===== config.mk =====
export PLATFORM = sky130hd
export DESIGN_NAME = seq_divider32_flat
export DESIGN_NICKNAME = d
export VERILOG_FILES = /design/src/rtl/seq_divider32_pkg.sv /design/src/rtl/seq_divider32_if.sv /design/src/rtl/seq_divider32_div_step.sv /design/src/rtl/seq_divider32.sv /design/src/flat_wrapper.sv
export SDC_FILE = /design/constraint.sdc
export NUM_CORES = 1
export LEC_CHECK = 0
export ABC_CLOCK_PERIOD_IN_PS = 3800
export BUFFER_PORTS_ARGS = -buffer_cell sky130_fd_sc_hd__buf_2
export CAP_MARGIN = 20
export CORE_MARGIN = 5
export CORE_UTILIZATION = 47
export CTS_CLUSTER_SIZE = 40
export DETAILED_ROUTE_END_ITERATION = 10
export PLACE_DENSITY = 0.75
export SKIP_LAST_GASP = 1
export SYNTH_ARGS = -nofsm -noshare
export SYNTH_HDL_FRONTEND = slang
export SYNTH_SLANG_ARGS = --single-unit

===== constraint.sdc =====
create_clock -name clk -period 3.8 [get_ports clk]
set_input_delay 0.57 -clock clk [delete_from_list [all_inputs] [get_ports clk]]
set_output_delay 0.57 -clock clk [all_outputs]
set_load 0.01 [all_outputs]

===== src/rtl/seq_divider32_pkg.sv =====
// Purpose : shared constants for the sequential divider (width, counter width, FSM encodings).
// Latency : n/a (package only).
// Backpressure: n/a (package only).
package seq_divider32_pkg;

    // Default operand/result width; one quotient bit is produced per RUN cycle.
    localparam int DIV_WIDTH = 32;

    // Iteration counter width: counts 0 .. DIV_WIDTH-1.
    localparam int DIV_CNT_W = $clog2(DIV_WIDTH);

    // FSM encodings, kept as plain constants for compatibility with older blocks.
    localparam logic [1:0] ST_IDLE   = 2'd0;
    localparam logic [1:0] ST_RUN    = 2'd1;
    localparam logic [1:0] ST_FINISH = 2'd2;

endpackage


===== src/rtl/seq_divider32_if.sv =====
// Purpose : request/result bundle between a divide requester (master) and seq_divider32 (slave).
// Latency : n/a (wiring only).
// Backpressure: none; the requester must only raise start while busy is low (start is ignored otherwise).
//   start, is_signed, dividend, divisor : master -> slave, sampled together on the accept edge
//   busy, done, quotient, remainder, div_by_zero : slave -> master, results held until next done
interface seq_divider32_if
    import seq_divider32_pkg::*;
#(
    parameter int WIDTH = DIV_WIDTH
);

    logic             start;
    logic             is_signed;
    logic [WIDTH-1:0] dividend;
    logic [WIDTH-1:0] divisor;
    logic             busy;
    logic             done;
    logic [WIDTH-1:0] quotient;
    logic [WIDTH-1:0] remainder;
    logic             div_by_zero;

    modport master (
        output start, is_signed, dividend, divisor,
        input  busy, done, quotient, remainder, div_by_zero
    );

    modport slave (
        input  start, is_signed, dividend, divisor,
        output busy, done, quotient, remainder, div_by_zero
    );

endinterface


===== src/rtl/seq_divider32_div_step.sv =====
// Purpose : one restoring-division iteration: shift {rem,quo} left, trial-subtract divisor, set quotient LSB.
// Latency : combinational.
// Backpressure: none.
//   rem_i/quo_i/dvsr_i : current partial remainder, quotient/dividend shift register, divisor magnitude
//   rem_o/quo_o        : values after this iteration
module div_step
    import seq_divider32_pkg::*;
#(
    parameter int WIDTH = DIV_WIDTH
) (
    input  logic [WIDTH-1:0] rem_i,
    input  logic [WIDTH-1:0] quo_i,
    input  logic [WIDTH-1:0] dvsr_i,
    output logic [WIDTH-1:0] rem_o,
    output logic [WIDTH-1:0] quo_o
);

    // The shifted remainder needs one extra bit: rem < divisor <= 2^WIDTH-1, so rem*2+1 < 2^(WIDTH+1).
    logic [WIDTH:0] shifted;
    logic [WIDTH:0] diff;

    always_comb begin
        shifted = {rem_i, quo_i[WIDTH-1]};
        diff    = shifted - {1'b0, dvsr_i};
        // No borrow out of the top bit means shifted >= divisor: keep the difference.
        if (!diff[WIDTH]) begin
            rem_o = diff[WIDTH-1:0];
            quo_o = {quo_i[WIDTH-2:0], 1'b1};
        end else begin
            rem_o = shifted[WIDTH-1:0];
            quo_o = {quo_i[WIDTH-2:0], 1'b0};
        end
    end

endmodule


===== src/rtl/seq_divider32.sv =====
// Purpose : sequential signed/unsigned restoring divider, one quotient bit per clock, MSB first.
// Latency : fixed; done pulses in the cycle after the (WIDTH+1)th edge following the accept edge.
// Backpressure: start is accepted only while idle (busy low, including the done cycle); ignored otherwise.
//   clk, reset (synchronous, active-high)
//   div_if (slave): start/is_signed/dividend/divisor in; busy/done/quotient/remainder/div_by_zero out
module seq_divider32
    import seq_divider32_pkg::*;
#(
    parameter int WIDTH = DIV_WIDTH,
    parameter int CNT_W = DIV_CNT_W
) (
    input  logic           clk,
    input  logic           reset,
    seq_divider32_if.slave div_if
);

    localparam logic [CNT_W-1:0] LAST_ITER = CNT_W'(WIDTH - 1);

    logic [1:0]       state_q,     state_d;
    logic [CNT_W-1:0] cnt_q,       cnt_d;
    logic [WIDTH-1:0] rem_q,       rem_d;
    logic [WIDTH-1:0] quo_q,       quo_d;
    logic [WIDTH-1:0] dvsr_q,      dvsr_d;
    logic             quo_neg_q,   quo_neg_d;
    logic             rem_neg_q,   rem_neg_d;
    logic             dvsr_zero_q, dvsr_zero_d;
    logic [WIDTH-1:0] quotient_q,  quotient_d;
    logic [WIDTH-1:0] remainder_q, remainder_d;
    logic             dbz_q,       dbz_d;
    logic             done_q,      done_d;

    logic [WIDTH-1:0] step_rem;
    logic [WIDTH-1:0] step_quo;
    logic             dividend_neg;
    logic             divisor_neg;
    logic [WIDTH-1:0] dividend_mag;
    logic [WIDTH-1:0] divisor_mag;
    logic             divisor_is_zero;

    // Operand magnitudes. The most-negative value maps onto itself, which read as
    // unsigned is exactly its magnitude.
    assign dividend_neg    = div_if.is_signed & div_if.dividend[WIDTH-1];
    assign divisor_neg     = div_if.is_signed & div_if.divisor[WIDTH-1];
    assign dividend_mag    = dividend_neg ? (~div_if.dividend + 1'b1) : div_if.dividend;
    assign divisor_mag     = divisor_neg  ? (~div_if.divisor  + 1'b1) : div_if.divisor;
    assign divisor_is_zero = (div_if.divisor == '0);

    div_step #(
        .WIDTH (WIDTH)
    ) u_div_step (
        .rem_i  (rem_q),
        .quo_i  (quo_q),
        .dvsr_i (dvsr_q),
        .rem_o  (step_rem),
        .quo_o  (step_quo)
    );

    always_comb begin
        state_d     = state_q;
        cnt_d       = cnt_q;
        rem_d       = rem_q;
        quo_d       = quo_q;
        dvsr_d      = dvsr_q;
        quo_neg_d   = quo_neg_q;
        rem_neg_d   = rem_neg_q;
        dvsr_zero_d = dvsr_zero_q;
        quotient_d  = quotient_q;
        remainder_d = remainder_q;
        dbz_d       = dbz_q;
        done_d      = 1'b0;

        case (state_q)
            ST_IDLE: begin
                if (div_if.start) begin
                    state_d     = ST_RUN;
                    cnt_d       = '0;
                    rem_d       = '0;
                    quo_d       = dividend_mag;
                    dvsr_d      = divisor_mag;
                    quo_neg_d   = (dividend_neg ^ divisor_neg) & ~divisor_is_zero;
                    rem_neg_d   = dividend_neg;
                    dvsr_zero_d = divisor_is_zero;
                end
            end

            ST_RUN: begin
                rem_d = step_rem;
                quo_d = step_quo;
                cnt_d = cnt_q + CNT_W'(1);
                if (cnt_q == LAST_ITER) begin
                    state_d = ST_FINISH;
                end
            end

            ST_FINISH: begin
                // A zero divisor needs no special casing here: every trial subtract
                // succeeds, so the quotient magnitude is all ones (never negated) and
                // the remainder ends as the dividend magnitude shifted through intact,
                // which the dividend-sign correction turns back into the original value.
                quotient_d  = quo_neg_q ? (~quo_q + 1'b1) : quo_q;
                remainder_d = rem_neg_q ? (~rem_q + 1'b1) : rem_q;
                dbz_d       = dvsr_zero_q;
                done_d      = 1'b1;
                state_d     = ST_IDLE;
            end

            default: begin
                state_d = ST_IDLE;
            end
        endcase
    end

    always_ff @(posedge clk) begin
        if (reset) begin
            state_q     <= ST_IDLE;
            cnt_q       <= '0;
            rem_q       <= '0;
            quo_q       <= '0;
            dvsr_q      <= '0;
            quo_neg_q   <= 1'b0;
            rem_neg_q   <= 1'b0;
            dvsr_zero_q <= 1'b0;
            quotient_q  <= '0;
            remainder_q <= '0;
            dbz_q       <= 1'b0;
            done_q      <= 1'b0;
        end else begin
            state_q     <= state_d;
            cnt_q       <= cnt_d;
            rem_q       <= rem_d;
            quo_q       <= quo_d;
            dvsr_q      <= dvsr_d;
            quo_neg_q   <= quo_neg_d;
            rem_neg_q   <= rem_neg_d;
            dvsr_zero_q <= dvsr_zero_d;
            quotient_q  <= quotient_d;
            remainder_q <= remainder_d;
            dbz_q       <= dbz_d;
            done_q      <= done_d;
        end
    end

    // busy drops as FINISH hands back to IDLE, so it is already low in the done cycle.
    assign div_if.busy        = (state_q != ST_IDLE);
    assign div_if.done        = done_q;
    assign div_if.quotient    = quotient_q;
    assign div_if.remainder   = remainder_q;
    assign div_if.div_by_zero = dbz_q;

endmodule


===== src/flat_wrapper.sv =====
// flat-port wrapper written by rule: the top's interface ports become plain ports
module seq_divider32_flat import seq_divider32_pkg::*;
#(
    parameter int WIDTH = DIV_WIDTH,
    parameter int CNT_W = DIV_CNT_W
)
  (clk, reset, div_if_start, div_if_is_signed, div_if_dividend, div_if_divisor, div_if_busy, div_if_done, div_if_quotient, div_if_remainder, div_if_div_by_zero);
  seq_divider32_if #(.WIDTH(WIDTH)) div_if_i ();
  input  logic clk;
  input  logic reset;
  input wire logic [$bits(div_if_i.start)-1:0] div_if_start;
  input wire logic [$bits(div_if_i.is_signed)-1:0] div_if_is_signed;
  input wire logic [$bits(div_if_i.dividend)-1:0] div_if_dividend;
  input wire logic [$bits(div_if_i.divisor)-1:0] div_if_divisor;
  output wire logic [$bits(div_if_i.busy)-1:0] div_if_busy;
  output wire logic [$bits(div_if_i.done)-1:0] div_if_done;
  output wire logic [$bits(div_if_i.quotient)-1:0] div_if_quotient;
  output wire logic [$bits(div_if_i.remainder)-1:0] div_if_remainder;
  output wire logic [$bits(div_if_i.div_by_zero)-1:0] div_if_div_by_zero;
  assign div_if_i.start = div_if_start;
  assign div_if_i.is_signed = div_if_is_signed;
  assign div_if_i.dividend = div_if_dividend;
  assign div_if_i.divisor = div_if_divisor;
  assign div_if_busy = div_if_i.busy;
  assign div_if_done = div_if_i.done;
  assign div_if_quotient = div_if_i.quotient;
  assign div_if_remainder = div_if_i.remainder;
  assign div_if_div_by_zero = div_if_i.div_by_zero;
  seq_divider32 #(.WIDTH(WIDTH), .CNT_W(CNT_W)) u_core (.clk(clk), .reset(reset), .div_if(div_if_i));
endmodule

==> results.md, run 1 <==
- In this run, post-CTS hold repair placed 0 buffers.
- The highest net fanout along the worst path is 36.
- Excluding fillers, the count of instances in the completed layout stands at 1,700.
- Total power for the finished layout comes to 0.00572 W.
- Counting the fill cells in the layout gives roughly 2,100.
- The H-tree was split into 4 levels.
- The number of antenna violations at the first check in global routing came to 0.
- The critical path startpoint is u_core.quo_q[31]$_SDFFE_PP0P_.
- CTS saw 172 sinks.
- Counting tap cells, the placed design contains a total of 1,667 instances.
- After technology mapping, the gate count stands at 1,317.
- The share of synthesized area in the top cell type comes to 0.328.
- The post-route antenna net violation count is 0.
- Across every metal layer, demand over resource in global routing totals 0.205.
- The proportion of synthesized flip-flops having asynchronous set or reset is 0.
- The clock transition at the register clock pins on the worst setup and hold paths after CTS is about 0.070 ns.
- The number of synthesized flops with an enable pin is 0.
- The flow ran to the end, and the final reports show no timing, DRC or antenna violations.
- The time the final worst path needs with I/O delays and setup is between 3 and 4 ns.
- Ranked by total cell area, the synthesized netlist is headed by sky130_fd_sc_hd__dfxtp_1 (33%), sky130_fd_sc_hd__xor2_1 (6.6%), sky130_fd_sc_hd__a211oi_1 (5.8%), sky130_fd_sc_hd__nand2_1 (4.9%), sky130_fd_sc_hd__nor2_1 (4.9%).
- The classification of the worst-slack hold path is flip-flop to flip-flop.
- After detailed routing, the number of vias per cell comes to roughly 5.6.
- The startpoint of the worst-slack reg-to-reg timing path is u_core.quo_q[31]$_SDFFE_PP0P_.
- The worst setup path is launched from a flip-flop.
- Once the clock tree was built, the setup fixing pass inserted 0 buffers.
- The worst setup path is captured at a flip-flop.
- After synthesis the cells add up to ~11,000 sq um.
- In the final layout, the share of cells above drive strength 1 is 0.146.
- The count of unique library cells instantiated by Yosys is 66.
- Summed over all cells, the static leakage comes to 4.76 nW.
- The max-slew violation count is 0.
- The data required time of the worst path is 4.07 ns.
- The floorplan core area is ~22,000 sq um.
- The proportion of synthesized chip area in sequential cells is 0.328.
- The total nets after synthesis is 1,424.
- The initialized floorplan defines 54 standard-cell rows.
- The detailed router placed 9,520 vias in this run.
- The final estimated routing congestion in global placement is 0.869.
- The die covers 25,400 sq um.
- The worst hold path begins at u_core.div_if.quotient[25]$_SDFFE_PP0P_.
- The met1 track demand over resource is 0.314.
- The signed area change from the synthesized netlist to the final layout is 14.2%.
- The total I/O pin count is 135.
- The wire length after detailed routing is 26,700 um.
- The most heavily used metal layer in global routing is met1.
- Counting along the longest clock path gives a buffer depth of 2.
- The final routed wire length divided by cell count is approximately 16 um.
- The die boundary height is 159 um.
- Clock latency on the worst-skew pair, taken at its later pin, is 0.43 ns.
- For this run, global-route usage on met2 was measured as 0.298.
- Setup repair after global routing left no endpoint under its margin.
- The clock tree from TritonCTS is done.
- The total global routing overflow is 0.
- The remaining routing DRC violations is 0.
- The via count of the first global-routing pass is 8,708.
- The count of buffers added on input and output ports is between 100 and 150.
- The worst-case headroom to the max-slew limit is 0.290.
- The final setup TNS is 0 ns.
- The max-capacitance violation count is 0.
- The endpoint arrival time on the critical path is 3.69 ns.
- The repair_antennas step left the layout with diodes totalling 0.
- For this run, the number of Yosys warnings is 0.
- The final setup violation count is 0.
- At the end of the flow, the number of nets in the layout was 1,514.
- Power spread over the standard cell area amounts to between 400 and 500 nW/um^2.
- A synthesized cell averages 7.97 sq um.
- The starting density of the core is 0.480.
- The main flop type after synthesis is sky130_fd_sc_hd__dfxtp_1.
- The clock arrives with 0.0111 ns of skew.
- Summing all multi-input logic gate instances after layout gives 6580 sq um.
- The die span in x is 159 um.
- The transition time at the pin with the least slew margin is 1.07 ns.
- For this block, the initial DRC count from the detailed router was about 910.
- The cell taking the most area after synthesis is sky130_fd_sc_hd__dfxtp_1.
- Buffers inserted during clock tree synthesis total 17.
- The highest ir drop seen on vdd is 362 uV.
- The first detailed-routing pass ran for 8 iterations.
- The critical path in this run is classified as flip-flop to flip-flop.
- The first global-routing pass estimated 44,400 um of wire.
- In the global route stage, met3 resource usage came out at 0.0347.
- The number of hold violations in the final report is 0.
- The pin count of the biggest net entering global routing is 113.
- Once layout is complete, the utilization of the core stands at 0.548.
- The synthesis-stage register bit count is around 170.
- In the finished design, the share of the clock period the worst path needs comes to 0.898.
- The tree is rooted in a sky130_fd_sc_hd__clkbuf_16.
- Based on the critical path, the design can be clocked at up to about 300 MHz.
- Once the clock tree was built, the resizer swapped 0 gates to a different size.
- Once detailed placement completed, the half-perimeter wirelength came to 19,900 um.
- In the final layout, flip-flops and latches occupy 3440 sq um.
path summary, 6_finish.rpt:
path                                                           endpoint  slack [ns]  cells after the start
worst max-delay path                       u_core.rem_q[3]$_SDFFE_PP0P_        0.39                     13
worst min-delay path            u_core.div_if.quotient[25]$_SDFFE_PP0P_        0.45                      2
worst max register to register             u_core.rem_q[3]$_SDFFE_PP0P_        0.39                     13
worst min register to register  u_core.div_if.quotient[25]$_SDFFE_PP0P_        0.45                      2
cell families (layout without fill, tap and decap cells):
family / count (synthesis) / count (layout) / share of synthesized area
buffers and inverters: 129 / 232 / 0.0480
XOR/XNOR: 136 / 136 / 0.114
AND/OR/NAND/NOR: 409 / 409 / 0.182
AO/OA/AOI/OAI: 404 / 404 / 0.254
flip-flops: 172 / 172 / 0.328
adder cells (fa/ha/maj): 39 / 39 / 0.0472
multiplexers: 28 / 28 / 0.0267
per-layer routing:
| metal | share of wire | up-vias |
|---|---|---|
| li1 | - | 4927 |
| met4 | 0.015 | 0 |
| met2 | 0.43 | 249 |
| met1 | 0.51 | 4317 |
| met5 | 0 | - |
| met3 | 0.051 | 27 |
flip-flops by register name, summed over array words and instances, names as in the netlist, 2 cells and up:
name and flops:
u_core.cnt_q 5, u_core.quo_q 32, u_core.div_if.quotient 32, u_core.dvsr_q 32, u_core.state_q 2, u_core.rem_q 32
u_core.div_if.remainder 32
placed cells by master, fill, tap and decap left out, types with 23 or more instances in the layout:
cell type	instances
sky130_fd_sc_hd__xor2_1	79
sky130_fd_sc_hd__a211oi_1	81
sky130_fd_sc_hd__inv_1	49
sky130_fd_sc_hd__xnor2_1	56
sky130_fd_sc_hd__o21ai_0	80
sky130_fd_sc_hd__a22oi_1	31
sky130_fd_sc_hd__or3_1	23
sky130_fd_sc_hd__mux2i_1	28
sky130_fd_sc_hd__a21oi_1	99
sky130_fd_sc_hd__nand2_1	137
sky130_fd_sc_hd__ha_1	38
sky130_fd_sc_hd__buf_2	133
sky130_fd_sc_hd__o31ai_1	29
sky130_fd_sc_hd__dfxtp_1	172
sky130_fd_sc_hd__nor2_1	135
synth_stat cells (all sizes together), types with 27 or more instances:
master and n:
ha 38, xnor2 56, xor2 80, nor2 136, or3 27, nand2 137
a22oi 31, o31ai 30, dfxtp 172, o21ai 83, a211oi 81, mux2i 28
clkbuf 69, inv 49, a21oi 99
area by class of cell:
type,instances,share of cell area
Sequential cell,172,0.287
Multi-Input combinational cell,1016,0.549
Inverter,49,0.0153
Clock buffer,19,0.0369
Tap cell,280,0.0292
Clock inverter,13,0.0120
Timing Repair Buffer,151,0.0705
critical path, cell delays in order, from the launching register on:
cell	delay, ns
sky130_fd_sc_hd__dfxtp_1	0.33
sky130_fd_sc_hd__inv_1	0.09
sky130_fd_sc_hd__ha_1	0.21
sky130_fd_sc_hd__fa_1	0.38
sky130_fd_sc_hd__nand2b_1	0.20
sky130_fd_sc_hd__a21oi_1	0.24
sky130_fd_sc_hd__o221a_2	0.29
sky130_fd_sc_hd__a31oi_1	0.16
sky130_fd_sc_hd__a31o_2	0.33
sky130_fd_sc_hd__o21ai_2	0.24
sky130_fd_sc_hd__xor2_4	0.18
sky130_fd_sc_hd__buf_12	0.26
sky130_fd_sc_hd__mux2i_1	0.23
sky130_fd_sc_hd__o21ai_0	0.09
per-stage QoR:
stage	instance area (sq um)	worst slack (ns)	hold slack [ns]
6_report	12000	0.387	0.451
5_1_grt	12000	0.175	0.457
4_1_cts	12000	0.404	0.432
3_5_place_dp	11400	0.444	0.444
3_3_place_gp	11400	0.526	0.438
2_1_floorplan	10500	0.649	0.432
power by group:
part           switching (W)  internal [W]
combinational        0.00108      0.000854
clock               0.000796      0.000952
sequential          0.000139       0.00190
Note: power is estimated with default switching activity, not from simulation.
==> run 2, diff against run 1 <==
Settings changed: CELL_PAD_IN_SITES_DETAIL_PLACEMENT set to 1, CELL_PAD_IN_SITES_GLOBAL_PLACEMENT set to 2, CORE_UTILIZATION 47 to 35, GPL_ROUTABILITY_DRIVEN set to 0, PLACE_DENSITY 0.75 to 0.89.
==> results.md, run 2 (synthesis gave the netlist of run 1 again) <==
- The flow ran to the end, and the final reports show no timing, DRC or antenna violations.
- The highest net fanout along the worst path is 19 (-47%).
- The setup slack after placement is 0.362 ns (-0.0829 ns).
- The placed instance count came to 1,773 (+6.4%).
- The cell count of the worst hold path is 3 (+1).
- The die outline area came to 33,600 sq um (+32%).
- The final setup TNS is 0 ns (unchanged).
- The number of antenna cells inserted was 0 (unchanged).
- The deepest level of the CTS H-tree is 4 (unchanged).
- The top cell types in the final layout, fill and taps aside, are sky130_fd_sc_hd__dfxtp_1 (172), sky130_fd_sc_hd__nand2_1 (137), sky130_fd_sc_hd__nor2_1 (135), sky130_fd_sc_hd__buf_2 (133), sky130_fd_sc_hd__a21oi_1 (99).
- The number of hold violations in the final report is 0 (unchanged).
- The number of core rows is 63 (+17%).
- The largest individual stage delay along the critical path comes from the cell sky130_fd_sc_hd__fa_1.
- The global-route wire length before repair is 51,400 um (+16%).
- The data required time of the worst path is 4.08 ns (about the same).
- The worst setup path is launched from a flip-flop.
- The most frequent standard cell in the layout excluding fill and tap cells is sky130_fd_sc_hd__dfxtp_1.
- The maximum number of buffers from clock root to sink was 2 (unchanged).
- The minimum setup slack in the final design is 0.316 ns (-0.0706 ns).
- The die span in x is 183 um (+15%).
- The highest ir drop seen on vdd is 344 uV (-5.0%).
- The sink count of the clock tree is 172 (unchanged).
- The logic depth of the worst register-to-register path is 13 (unchanged).
- The final routed wire length divided by cell count was 17.4 um (+11%).
- The max-capacitance violation count is 0 (unchanged).
- The number of nets in the layout is 1,511 (-0.20%).
- The delay of the slowest cell on the worst path came to 0.38 ns (about the same).
- The global routing usage summed across all routing layers came to 0.185 (-0.0198).
- The post-route antenna net violation count was 0 (unchanged).
- The critical path startpoint is u_core.quo_q[31]$_SDFFE_PP0P_.
- The via count of the first global-routing pass was 9,657 (+11%).
- The setup fix buffers added after clock tree synthesis is 0 (unchanged).
- The fraction of final layout cells with drive strength greater than 1 came to 0.145 (-0.00110).
- The worst clock skew is 0.0116 ns (+0.000444 ns).
- In this run the worst setup path terminates at u_core.rem_q[4]$_SDFFE_PP0P_.
- In this run the clock root is driven by a sky130_fd_sc_hd__clkbuf_16.
- Setup repair after global routing left no endpoint under its margin.
- The clock buffer count from CTS was 17 (unchanged).
- The via count came to 9,761 (+2.5%).
- The total I/O pin count is 135 (unchanged).
- The total iterations of the first detailed-routing run is 8 (unchanged).
- The remaining routing DRC violations came to 0 (unchanged).
- The quantity of hold-fixing buffers added after cts is 0 (unchanged).
- The port buffer count came to 134 (unchanged).
- The classification of the worst-slack hold path is input pin to flip-flop.
- The worst register-to-register path ends at u_core.rem_q[4]$_SDFFE_PP0P_.
- The starting density of the core came to 0.354 (-0.125).
- The worst setup path is captured at a flip-flop.
- The combined buffer and inverter count along the critical path was 2 (unchanged).
- The register-to-register setup slack is 0.32 ns (-0.07 ns).
- The fraction of the cycle the final worst path needs is 0.917 (+0.0186).
- The post-DP HPWL was 23,700 um (+19%).
- The number of non-filler instances in the completed layout is 1,807 (+6.3%).
- The highest attainable clock frequency came to 287 MHz (-2.0%).
- The time the final worst path needs with I/O delays and setup is 3.48 ns (+0.0706 ns).
- The logic depth of the worst path, buffers included came to 13 (unchanged).
- The number of instances resized during post-cts repair is 0 (unchanged).
- The clock transition at the register clock pins on the worst setup and hold paths after CTS came to 0.08 ns (about the same).
- The worst-case headroom to the max-slew limit came to 0.324 (+0.0347).
- The transition time at the pin with the least slew margin was 1.01 ns (-0.0534 ns).
- The class of the most critical setup path is flip-flop to flip-flop.
- TritonCTS built the clock tree.
- The wire length after detailed routing was 31,400 um (+18%).
- The total power density per cell area is 479 nW/um^2 (+0.43%).
- Traced cell by cell, the critical path runs through inv_1 -> ha_1 -> fa_1 -> nand2b_1 -> a21oi_1 -> o221a_2 -> a31oi_1 -> a31o_2 -> o21ai_2 -> xor2_4 -> buf_4 -> mux2i_1 -> o21ai_0.
- The leakage component of the power was 4.75 nW (-0.34%).
- The max-slew violation count is 0 (unchanged).
- The tightest hold margin was 0.440 ns (-0.0106 ns).
- The floorplan core area came to 29,600 sq um (+35%).
- The kind of cell adding the most delay to the critical path is compound AO/OA/AOI/OAI gates.
- The pin count of the biggest net entering global routing is 118 (+4.4%).
- The total global routing overflow is 0 (unchanged).
- The endpoint arrival time on the critical path is 3.76 ns (+0.07 ns).
- The clock latency at the later pin of the worst-skew pair was 0.44 ns (about the same).
- The final setup violation count was 0 (unchanged).
- The routed via count divided by cell count was 5.40 (-3.5%).
- The number of antenna violations at the first check in global routing is 0 (unchanged).
- The startpoint identified for the worst register-to-register timing path is u_core.quo_q[31]$_SDFFE_PP0P_.
- The signed area change from the synthesized netlist to the final layout is 15.3%.
- The initial DRC count was 595 (-35%).
- The die boundary height is 183 um (+15%).
## run 2: metrics by stage
stage	power, W	cell area, sq um	util
6_report	0.00581	12100	0.409
4_1_cts	0.00584	12100	0.407
3_5_place_dp	0.00404	11500	0.387
2_1_floorplan	0.00356	10500	-
3_3_place_gp	0.00399	11500	0.387
5_1_grt	0.00614	12100	0.409
## run 2: how the worst min path moves through the flow
stage	startpoint	end	slack, ns
floorplan	u_core.dvsr_q[31]$_SDFFE_PP0P_	u_core.dvsr_q[31]$_SDFFE_PP0P_	0.43
global placement	u_core.div_if.quotient[23]$_SDFFE_PP0P_	u_core.div_if.quotient[23]$_SDFFE_PP0P_	0.44
detailed placement	u_core.div_if.quotient[23]$_SDFFE_PP0P_	u_core.div_if.quotient[23]$_SDFFE_PP0P_	0.44
CTS	div_if_divisor[8]	u_core.dvsr_q[8]$_SDFFE_PP0P_	0.43
global route	div_if_divisor[8]	u_core.dvsr_q[8]$_SDFFE_PP0P_	0.46
finish	div_if_divisor[8]	u_core.dvsr_q[8]$_SDFFE_PP0P_	0.44
## run 2: area by class of cell
class | instances | area (sq um)
multi-input cells | 1016 | 6580
flip-flops and latches | 172 | 3440
clock inverters | 13 | 150
repair buffers | 148 | 811
inverters | 49 | 184
well taps | 390 | 488
fillers | 3648 | 17500
clock buffers | 19 | 453
## run 2: layer usage
| metal | wire length, um | part of all wire | vias up | global-route usage |
|---|---|---|---|---|
| met5 | 0 | 0 | - | 0 |
| li1 | - | - | 4904 | - |
| met3 | 983 | 0.031 | 24 | 0.0260 |
| met1 | 16000 | 0.51 | 4675 | 0.268 |
| met4 | 400 | 0.013 | 0 | 0.0402 |
| met2 | 14000 | 0.45 | 158 | 0.294 |
## run 2: power by group
part,switching (W),internal (W),total (W)
registers,0.000154,0.00190,0.00205
clock network,0.000810,0.000968,0.00178
logic,0.00113,0.000841,0.00197
total,0.00210,0.00371,0.00581
## run 2: worst min-delay path: stages
cell                       delay (ns)
sky130_fd_sc_hd__buf_2           0.09
sky130_fd_sc_hd__xnor2_1         0.11
sky130_fd_sc_hd__a211oi_1        0.06
